<file path="config.mk">
export PLATFORM = sky130hd
export DESIGN_NAME = mem_port_arbiter
export DESIGN_NICKNAME = d
export VERILOG_FILES = /design/src/rtl/mem_arb_pkg.sv /design/src/rtl/mem_arb_timer.sv /design/src/rtl/mem_port_arbiter.sv
export SDC_FILE = /design/constraint.sdc
export NUM_CORES = 1
export LEC_CHECK = 0
export ABC_CLOCK_PERIOD_IN_PS = 2900
export CAP_MARGIN = 40
export CORE_MARGIN = 8
export CORE_UTILIZATION = 40
export DETAILED_ROUTE_END_ITERATION = 8
export HOLD_SLACK_MARGIN = 0.15
export PLACE_DENSITY_LB_ADDON = 0.12
export SLEW_MARGIN = 10
export SYNTH_ARGS = -nofsm -noshare
export SYNTH_HDL_FRONTEND = slang
export SYNTH_SLANG_ARGS = --single-unit
</file>
<file path="constraint.sdc">
create_clock -name clock -period 2.9 [get_ports clock]
set_input_delay 0.435 -clock clock [delete_from_list [all_inputs] [get_ports clock]]
set_output_delay 0.435 -clock clock [all_outputs]
set_load 0.005 [all_outputs]
</file>
<file path="src/rtl/mem_arb_pkg.sv">
// Shared types and limits for the unified memory-port arbiter.
package mem_arb_pkg;

    // Largest wait budget the 8-bit wait counter can express.
    localparam int unsigned MAX_WAIT_LIMIT = 255;

    // Width of the address/data fields held in the captured request.
    localparam int unsigned REQ_ADDR_W = 32;
    localparam int unsigned REQ_DATA_W = 32;

    typedef enum logic [1:0] {
        IDLE,
        ACCESS,
        RESP
    } arb_state_e;

    typedef enum logic [1:0] {
        OWN_NONE,
        OWN_I,
        OWN_D
    } arb_owner_e;

    // Request as presented to the memory port while an access is in flight.
    typedef struct packed {
        logic                  we;
        logic                  byte_acc;
        logic                  half;
        logic                  sext;
        logic [REQ_ADDR_W-1:0] addr;
        logic [REQ_DATA_W-1:0] wdata;
    } arb_req_t;

    // Force a wait budget into the legal 1..MAX_WAIT_LIMIT range.
    function automatic logic [7:0] clamp_wait(input int unsigned w);
        if (w < 1) begin
            return 8'd1;
        end else if (w > MAX_WAIT_LIMIT) begin
            return 8'(MAX_WAIT_LIMIT);
        end else begin
            return 8'(w);
        end
    endfunction

endpackage

</file>
<file path="src/rtl/mem_arb_timer.sv">
// 8-bit saturating wait counter with clear, load and enable, flagging
// the last cycle an access may wait before it is aborted.
module mem_arb_timer
    import mem_arb_pkg::*;
#(
    parameter int unsigned MAX_WAIT = 15
) (
    input  logic       clk_i,
    input  logic       rst_i,
    input  logic       clr_i,
    input  logic       load_i,
    input  logic [7:0] load_val_i,
    input  logic       en_i,
    output logic       expired_o
);

    localparam logic [7:0] EXPIRE_AT = clamp_wait(MAX_WAIT) - 8'd1;

    logic [7:0] cnt_q;
    logic [7:0] cnt_d;

    // Next count: clear beats load beats increment; never wraps past 0xFF.
    always_comb begin
        cnt_d = cnt_q;
        if (clr_i) begin
            cnt_d = '0;
        end else if (load_i) begin
            cnt_d = load_val_i;
        end else if (en_i && (cnt_q != '1)) begin
            cnt_d = cnt_q + 8'd1;
        end
    end

    // Counter register.
    always_ff @(posedge clk_i) begin
        if (rst_i) begin
            cnt_q <= '0;
        end else begin
            cnt_q <= cnt_d;
        end
    end

    assign expired_o = (cnt_q == EXPIRE_AT);

endmodule

</file>
<file path="src/rtl/mem_port_arbiter.sv">
// Arbitrates one memory port between instruction fetch and data access.
// Optional macro MEM_ARB_RR_EN: round-robin on contention instead of
// fixed data-over-fetch priority.
module mem_port_arbiter
    import mem_arb_pkg::*;
#(
    parameter int unsigned ADDR_W   = 32,
    parameter int unsigned DATA_W   = 32,
    parameter int unsigned MAX_WAIT = 15
) (
    input  logic              clock,
    input  logic              reset,
    // fetch side
    input  logic              i_req,
    input  logic [ADDR_W-1:0] i_addr,
    output logic              i_ready,
    output logic [DATA_W-1:0] i_rdata,
    output logic              i_err,
    // data side
    input  logic              d_req,
    input  logic              d_we,
    input  logic              d_byte,
    input  logic              d_half,
    input  logic              d_sext,
    input  logic [ADDR_W-1:0] d_addr,
    input  logic [DATA_W-1:0] d_wdata,
    output logic              d_ready,
    output logic [DATA_W-1:0] d_rdata,
    output logic              d_err,
    // memory side
    output logic              mem_req,
    output logic              mem_we,
    output logic              mem_byte,
    output logic              mem_half,
    output logic              mem_sext,
    output logic [ADDR_W-1:0] mem_addr,
    output logic [DATA_W-1:0] mem_wdata,
    input  logic [DATA_W-1:0] mem_rdata,
    input  logic              mem_ready,
    // core stall
    output logic              busy
);

    arb_state_e  state_q;
    arb_owner_e  owner_q;
    arb_owner_e  owner_d;
    arb_req_t    req_q;
    arb_req_t    req_d;

    logic              mem_req_q;
    logic              busy_q;
    logic              i_ready_q;
    logic              i_err_q;
    logic [DATA_W-1:0] i_rdata_q;
    logic              d_ready_q;
    logic              d_err_q;
    logic [DATA_W-1:0] d_rdata_q;

    logic              prefer_d;
    logic              expired;
    logic              acc_done;
    logic              rsp_err;
    logic [DATA_W-1:0] rsp_rdata;

`ifdef MEM_ARB_RR_EN
    logic last_d_q;

    // Remember whether data won the most recent grant so contention alternates.
    always_ff @(posedge clock) begin
        if (reset) begin
            last_d_q <= 1'b0;
        end else if ((state_q == IDLE) && (owner_d != OWN_NONE)) begin
            last_d_q <= (owner_d == OWN_D);
        end
    end

    assign prefer_d = ~last_d_q;
`else
    assign prefer_d = 1'b1;
`endif

    // Pick the next owner and build the request it would present.
    always_comb begin
        owner_d = OWN_NONE;
        req_d   = '0;
        if (d_req && (!i_req || prefer_d)) begin
            owner_d = OWN_D;
        end else if (i_req) begin
            owner_d = OWN_I;
        end
        if (owner_d == OWN_D) begin
            req_d.we       = d_we;
            req_d.byte_acc = d_byte;
            req_d.half     = d_half;
            req_d.sext     = d_sext;
            req_d.addr     = REQ_ADDR_W'(d_addr);
            req_d.wdata    = REQ_DATA_W'(d_wdata);
        end else if (owner_d == OWN_I) begin
            req_d.addr     = REQ_ADDR_W'(i_addr);
        end
    end

    mem_arb_timer #(
        .MAX_WAIT (MAX_WAIT)
    ) u_timer (
        .clk_i      (clock),
        .rst_i      (reset),
        .clr_i      (state_q == IDLE),
        .load_i     (1'b0),
        .load_val_i (8'd0),
        .en_i       ((state_q == ACCESS) && !mem_ready),
        .expired_o  (expired)
    );

    // A real completion takes precedence over a timeout in the same cycle.
    always_comb begin
        acc_done  = (state_q == ACCESS) && (mem_ready || expired);
        rsp_err   = !mem_ready;
        rsp_rdata = mem_ready ? mem_rdata : '0;
    end

    // Main FSM: grant in IDLE, hold the port in ACCESS, pulse ready in RESP.
    always_ff @(posedge clock) begin
        if (reset) begin
            state_q   <= IDLE;
            owner_q   <= OWN_NONE;
            req_q     <= '0;
            mem_req_q <= 1'b0;
            busy_q    <= 1'b0;
            i_ready_q <= 1'b0;
            i_err_q   <= 1'b0;
            i_rdata_q <= '0;
            d_ready_q <= 1'b0;
            d_err_q   <= 1'b0;
            d_rdata_q <= '0;
        end else begin
            i_ready_q <= 1'b0;
            d_ready_q <= 1'b0;
            case (state_q)
                IDLE: begin
                    if (owner_d != OWN_NONE) begin
                        owner_q   <= owner_d;
                        req_q     <= req_d;
                        mem_req_q <= 1'b1;
                        busy_q    <= 1'b1;
                        state_q   <= ACCESS;
                    end
                end
                ACCESS: begin
                    if (acc_done) begin
                        mem_req_q <= 1'b0;
                        state_q   <= RESP;
                        if (owner_q == OWN_I) begin
                            i_ready_q <= 1'b1;
                            i_rdata_q <= rsp_rdata;
                            i_err_q   <= rsp_err;
                        end else begin
                            d_ready_q <= 1'b1;
                            d_rdata_q <= rsp_rdata;
                            d_err_q   <= rsp_err;
                        end
                    end
                end
                RESP: begin
                    busy_q  <= 1'b0;
                    owner_q <= OWN_NONE;
                    state_q <= IDLE;
                end
                default: begin
                    state_q <= IDLE;
                end
            endcase
        end
    end

    assign i_ready   = i_ready_q;
    assign i_rdata   = i_rdata_q;
    assign i_err     = i_err_q;
    assign d_ready   = d_ready_q;
    assign d_rdata   = d_rdata_q;
    assign d_err     = d_err_q;
    assign mem_req   = mem_req_q;
    assign mem_we    = req_q.we;
    assign mem_byte  = req_q.byte_acc;
    assign mem_half  = req_q.half;
    assign mem_sext  = req_q.sext;
    assign mem_addr  = ADDR_W'(req_q.addr);
    assign mem_wdata = DATA_W'(req_q.wdata);
    assign busy      = busy_q;

endmodule

</file>
==> run summary, run 1 <==
Status: complete, no violations
Period Utilization, post-route: 69.5%
CTS Sinks: 150
Via count: 6513
Worst EP required: 3.23 ns
Synth Net Count: 815
Initial antenna violation count: 2
Worst reg2reg startpoint: state_q[0]
Distinct cells, synth: 45
DRT Pass-1 Iters: 5
Final hold vios: 0
Violation count after the first detailed-route iteration: 336
Register area: 0.00300 mm2
Number of H-tree levels: 4
Initial Util: 40.5%
Resize count post-CTS: 0
Setup ws final: 0.884 ns
Yosys reg bits: 150
Clock power frac: 42.2%
Yosys top cell by area: dfxtp_1
Cell family with most CP delay: buffers and inverters
Hold Startpoint: reset
Core area: 0.0158 mm2
Crit. path cell count: 5
Root buf cell: clkbuf_16
Mean Syn Cell Area: 9.45 um2
Post-CTS setup buffer count: 0
GR Overflow Total: 0
Slew Limit Headroom: 56.3%
Top-area cell type share of the netlist area: 47.0%
Max-Cap Viols: 0
Skew-Pair Late Insertion Delay: 0.42 ns
Dominant cells by area after synthesis: dfxtp_1, a311oi_1, a21oi_1
Finished Layout Cells: 1133
Leak Pwr: 0.00323 uW
Synth Warn #: 0
DP Cell Count: 1101
R2R depth: 4
Die area: 0.0203 mm2
Comb pwr share: 17.1%
Largest net degree at the start of global routing: 90
Post-synthesis cell area: 0.00639 mm2
Arrival @ worst endpoint: 2.34 ns
Type of the tightest min-delay check: in -> reg
Port-buffer cells: 274
CP startpoint: d_req
Worst Setup End Kind: flop
CTS Buf Count: 17
Largest stage delay on the critical path: 0.62 ns
Critical path startpoint category: input port
Pre-CTS setup slack: 0.487 ns
Sequential power share: 40.7%
Cts hold-fix bufs: 0
Row count: 46
Worst Skew: 0.0103 ns
Fraction of layout cells with a size suffix above 1: 8.83%
Io pins: 275
Vias/cell: 5.75
CP Buf/Inv Count: 2
Critical R2R Capture: d_rdata[2]
FF-to-FF setup slack: 1.04 ns
Fmax: 496 MHz
GP Congestion: 0.799
Chip height: 142 um
Clock-pin slew on the worst setup and hold paths: 0.06 ns
Core Util, Final: 62.1%
Post-synth ARST share: 0%
Net Sw Power: 1350 uW
First-pass GRT wire length: 35000 um
Internal power: 4180 uW
Vias in the first global route: 6474
Layout fillers: 1307
Worst IR Drop VDD: 0.000404 V
Gr usage total: 21.5%
Routed WL: 22800 um
Diode count: 0
Die width: 142 um
RSZ-0062 raised after global routing: no
Worst-margin pin slew: 0.655 ns
Crit-path max FO: 36
PwrDens: 564 mW/mm2
Post-DR wirelength/cell: 20.1 um
Max-slew violation count: 0
Sw frac: 24.4%
Setup crit end: mem_addr[14]
Area grow syn2layout: 53.5%
Final setup violation count: 0
Drc violations: 0
Sequential fraction of the synthesis area: 47.0%
Post-synth top flop: dfxtp_1
Worst Path Class, Setup: in -> reg
CTS tree: done
Clk buf depth: 2
Worst path slowest cell: or2_2
Critical Path, Cell by Cell: clkdlybuf4s50_1, buf_4, or2_2, a21oi_1, a211oi_1
Setup_tns: 0 ns
Post-synthesis cell count: 676
Commonest non-fill, non-tap cell in the layout: clkdlybuf4s50_1
DP HPWL: 15900 um
Commonest non-fill, non-tap cells in the layout: clkdlybuf4s50_1, dfxtp_1, nand2_1
Crit path time final: 2.02 ns
Nets: 1043
Routed Antenna Nets: 0
Post-synth EDFFs: 0
Multi-input logic area: 0.00297 mm2
==> cells by family (layout without fill, tap and decap cells) <==
kind of cell	Yosys count	count (layout)	synth area share, %
buffers and inverters	85	326	6.62
multiplexers	2	2	0.313
adder cells (fa/ha/maj)	2	2	0.392
AO/OA/AOI/OAI	325	325	37.3
flip-flops	150	150	47.0
AND/OR/NAND/NOR	112	112	8.35
==> final cells by class <==
cell class                      count  share of cell area [%]
Inverter                            3                   0.115
Tap cell                          216                    2.76
Timing Repair Buffer              291                    29.8
Clock buffer                       24                    4.92
Sequential cell                   150                    30.6
Multi-Input combinational cell    441                    30.3
Clock inverter                      8                    1.48
==> synthesized netlist by cell type, drive strengths merged (3+ instances only) <==
cell    instances
dfxtp         150
nand2          76
a21oi          75
a311oi         66
buf            42
clkbuf         40
o21ai          37
a211oi         36
a41oi          35
a31oi          33
a22oi          32
nor2            8
nand2b          5
nor2b           4
nor3            4
and2            3
inv             3
==> power by group through the flow <==
stage	sequential, uW	combinational [uW]	clock (uW)
global route	2260	1020	2470
finish	2250	946	2340
detailed placement	2290	947	0
CTS	2250	951	2380
floorplan	2280	418	0
global placement	2290	926	0
==> routing by layer <==
metal,part of all wire (%),up-vias,GRT usage [%],routed length (um)
met5,0.14,-,0,31
met4,2.0,4,7.21,466
met3,9.6,35,9.16,2200
met2,48,244,35.5,11000
met1,40,3125,24.5,9080
li1,-,3105,-,-
==> how the worst min path moves through the flow <==
stage / endpoint / cells after the start
5_1_grt: owner_q[1] / 2
2_1_floorplan: i_err / 2
4_1_cts: owner_q[1] / 2
6_report: owner_q[1] / 2
3_5_place_dp: i_err / 2
3_3_place_gp: mem_wdata[15] / 2
==> sequential cells by signal, summed over array words and instances, names as in the netlist <==
name	flops
d_err	1
d_ready	1
mem_req	1
owner_q	2
mem_wdata	32
mem_sext	1
u_timer.cnt_q	8
i_rdata	32
busy	1
mem_we	1
state_q	2
mem_byte	1
i_ready	1
d_rdata	32
i_err	1
mem_addr	32
mem_half	1
==> through the flow <==
| step | power, uW | hold WS, ns | cell area, um2 |
|---|---|---|---|
| finish | 5530 | 0.407 | 9800 |
| floorplan | 2700 | 0.463 | 6390 |
| detailed placement | 3240 | 0.465 | 9170 |
| global placement | 3210 | 0.459 | 9160 |
| CTS | 5580 | 0.387 | 9800 |
| global route | 5750 | 0.391 | 9800 |
Power figures use the tool's default switching activity.
==> inputs of run 2 (changes only) <==
--- a/config.mk
+++ b/config.mk
@@ -5,7 +5,7 @@
 export SDC_FILE = /design/constraint.sdc
 export NUM_CORES = 1
 export LEC_CHECK = 0
-export ABC_CLOCK_PERIOD_IN_PS = 2900
+export ABC_CLOCK_PERIOD_IN_PS = 1890
 export CAP_MARGIN = 40
 export CORE_MARGIN = 8
 export CORE_UTILIZATION = 40
==> constraint.sdc (replaced) <==
create_clock -name clock -period 1.89 [get_ports clock]
set_input_delay 0.2835 -clock clock [delete_from_list [all_inputs] [get_ports clock]]
set_output_delay 0.2835 -clock clock [all_outputs]
set_load 0.005 [all_outputs]
==> run 2 against run 1 <==
- clock power increased by 64%
- final cell count increased by 0.44%
- routed wire length increased by 1.9%
- design area increased by 1.8%
- largest power group unchanged
- combinational power increased by 61%
==> run summary, run 2 (synthesis gave the netlist of run 1 again) <==
Worst-margin pin slew: 0.665 ns (+0.00998 ns)
Critical path startpoint category: flop
PwrDens: 882 mW/mm2 (+56%)
Cts hold-fix bufs: 0 (unchanged)
Clk buf depth: 2 (unchanged)
Worst IR Drop VDD: 0.000652 V (+61%)
Leak Pwr: 0.00330 uW (+2.4%)
Nets: 1048 (+0.48%)
DP HPWL: 16400 um (+2.8%)
FF-to-FF setup slack: 0.20 ns (-0.84 ns)
Cell family with most CP delay: compound AO/OA/AOI/OAI gates
Routed Antenna Nets: 0 (unchanged)
CTS Sinks: 150 (unchanged)
Area grow syn2layout: 56.3%
Finished Layout Cells: 1138 (+0.44%)
Worst hold slack: 0.220 ns (-0.186 ns)
Row count: 46 (unchanged)
Die width: 142 um (unchanged)
Final hold vios: 0 (unchanged)
Number of H-tree levels: 4 (unchanged)
Gr usage total: 22.0% (+0.54 points)
Via count: 6584 (+1.1%)
Skew-Pair Late Insertion Delay: 0.42 ns (about the same)
Type of the tightest min-delay check: in -> reg
Clock power frac: 43.7% (+1.5 points)
Clock-pin slew on the worst setup and hold paths: 0.06 ns (about the same)
CTS tree: done
Root buf cell: clkbuf_16
Crit-path max FO: 29 (-19%)
Comb pwr share: 17.3% (+0.2 points)
First-pass GRT wire length: 35500 um (+1.5%)
Violation count after the first detailed-route iteration: 496 (+48%)
Initial Util: 40.5% (unchanged)
Arrival @ worst endpoint: 2.02 ns (-0.32 ns)
RSZ-0062 raised after global routing: no
Commonest non-fill, non-tap cells in the layout: clkdlybuf4s50_1, dfxtp_1, nand2_1
Largest net degree at the start of global routing: 93 (+3.3%)
Drc violations: 0 (unchanged)
Io pins: 275 (unchanged)
Chip height: 142 um (unchanged)
Worst path slowest cell: dfxtp_1
Largest stage delay on the critical path: 0.36 ns (-0.26 ns)
Fmax: 591 MHz
Core area: 0.0158 mm2 (unchanged)
Worst Skew: 0.00752 ns (-0.00275 ns)
Max-Cap Viols: 0 (unchanged)
Die area: 0.0203 mm2 (unchanged)
DRT Pass-1 Iters: 5 (unchanged)
GP Congestion: 0.834 (+4.3%)
Post-CTS setup buffer count: 0 (unchanged)
Worst Setup End Kind: flop
Worst EP required: 2.22 ns (-1.01 ns)
Vias in the first global route: 6503 (+0.45%)
Period Utilization, post-route: 89.6%
Fraction of layout cells with a size suffix above 1: 9.34% (+0.50 points)
Routed WL: 23200 um (+1.9%)
Max-slew violation count: 0 (unchanged)
CTS Buf Count: 17 (unchanged)
Port-buffer cells: 274 (unchanged)
Layout fillers: 1330 (+1.8%)
Commonest non-fill, non-tap cell in the layout: clkdlybuf4s50_1
Final setup violation count: 0 (unchanged)
Status: complete, no violations
GR Overflow Total: 0 (unchanged)
Resize count post-CTS: 0 (unchanged)
Worst Path Class, Setup: reg -> reg
Slew Limit Headroom: 55.6% (-0.67 points)
Critical Path, Cell by Cell: inv_1, ha_1, and4b_4, a21o_2, buf_12, a311oi_1
Vias/cell: 5.79 (+0.65%)
Initial antenna violation count: 1 (-1)
Internal power: 6690 uW (+60%)
Sw frac: 24.1% (-0.34 points)
CP Buf/Inv Count: 2 (unchanged)
Net Sw Power: 2120 uW (+57%)
DP Cell Count: 1106 (+0.45%)
Crit path time final: 1.69 ns
Sequential power share: 39.1% (-1.6 points)
Post-DR wirelength/cell: 20.4 um (+1.5%)
==> run 2: changes by cell type in the layout (fill, tap and decap cells not counted) <==
cell | previous run | this run
clkbuf_8 | 3 | 2
buf_4 | 13 | 10
diode_2 | 0 | 1
bufinv_16 | 4 | 6
clkinvlp_4 | 2 | 1
clkbuf_1 | 4 | 3
buf_12 | 4 | 13
buf_8 | 1 | 0
==> run 2: area by class of cell <==
type	instances	area, um2	area share, %
timing repair buffer	296	3060	30.7
antenna	1	2.50	0.0251
inverter	3	11.3	0.113
clock inverter	9	198	1.98
multi-input combinational	441	2970	29.7
sequential	150	3000	30.1
tap	216	270	2.71
clock buffer	22	464	4.65
==> run 2: through the flow <==
step           util (%)  setup WS, ns  setup TNS, ns  total power [uW]  instance area (um2)
3_3_place_gp       59.1        0.0327              0              4990                 9320
6_report           63.3         0.197              0              8800                 9980
5_1_grt            63.3        0.0727              0              9140                 9980
4_1_cts            63.3         0.203              0              8850                 9980
2_1_floorplan         -         0.347              0              4150                 6390
3_5_place_dp       59.1       -0.0387        -0.0870              5030                 9320
==> run 2: power groups by stage <==
stage                     clock [uW]  combinational [uW]  sequential, uW
after floorplan                    0                 641            3500
after global placement             0                1490            3500
after detailed placement           0                1520            3500
after CTS                       3880                1530            3440
after global routing            4040                1640            3460
final                           3840                1520            3440
==> run 2: per-layer routing <==
metal	up-vias	part of all wire (%)	global-route usage [%]
met5	-	0.065	0
met4	2	2.1	8.45
met3	33	9.1	8.25
met2	260	49	36.1
met1	3175	40	25.6
li1	3114	-	-
==> run 2: final timing paths <==
path                                       start             to  cells past startpoint
worst max-delay path            u_timer.cnt_q[0]     i_rdata[1]                      6
worst max register to register  u_timer.cnt_q[0]     i_rdata[1]                      6
worst min register to register     mem_wdata[23]  mem_wdata[23]                      2
worst min-delay path                       reset     owner_q[1]                      2
==> run 2: worst reg2reg max path, delay by kind of cell, from the launching register on <==
family / cells / cell delay (ns)
adder cells (fa/ha/maj): 1 / 0.20
AND/OR/NAND/NOR: 1 / 0.23
flip-flops: 1 / 0.36
buffers and inverters: 2 / 0.25
AO/OA/AOI/OAI: 2 / 0.56
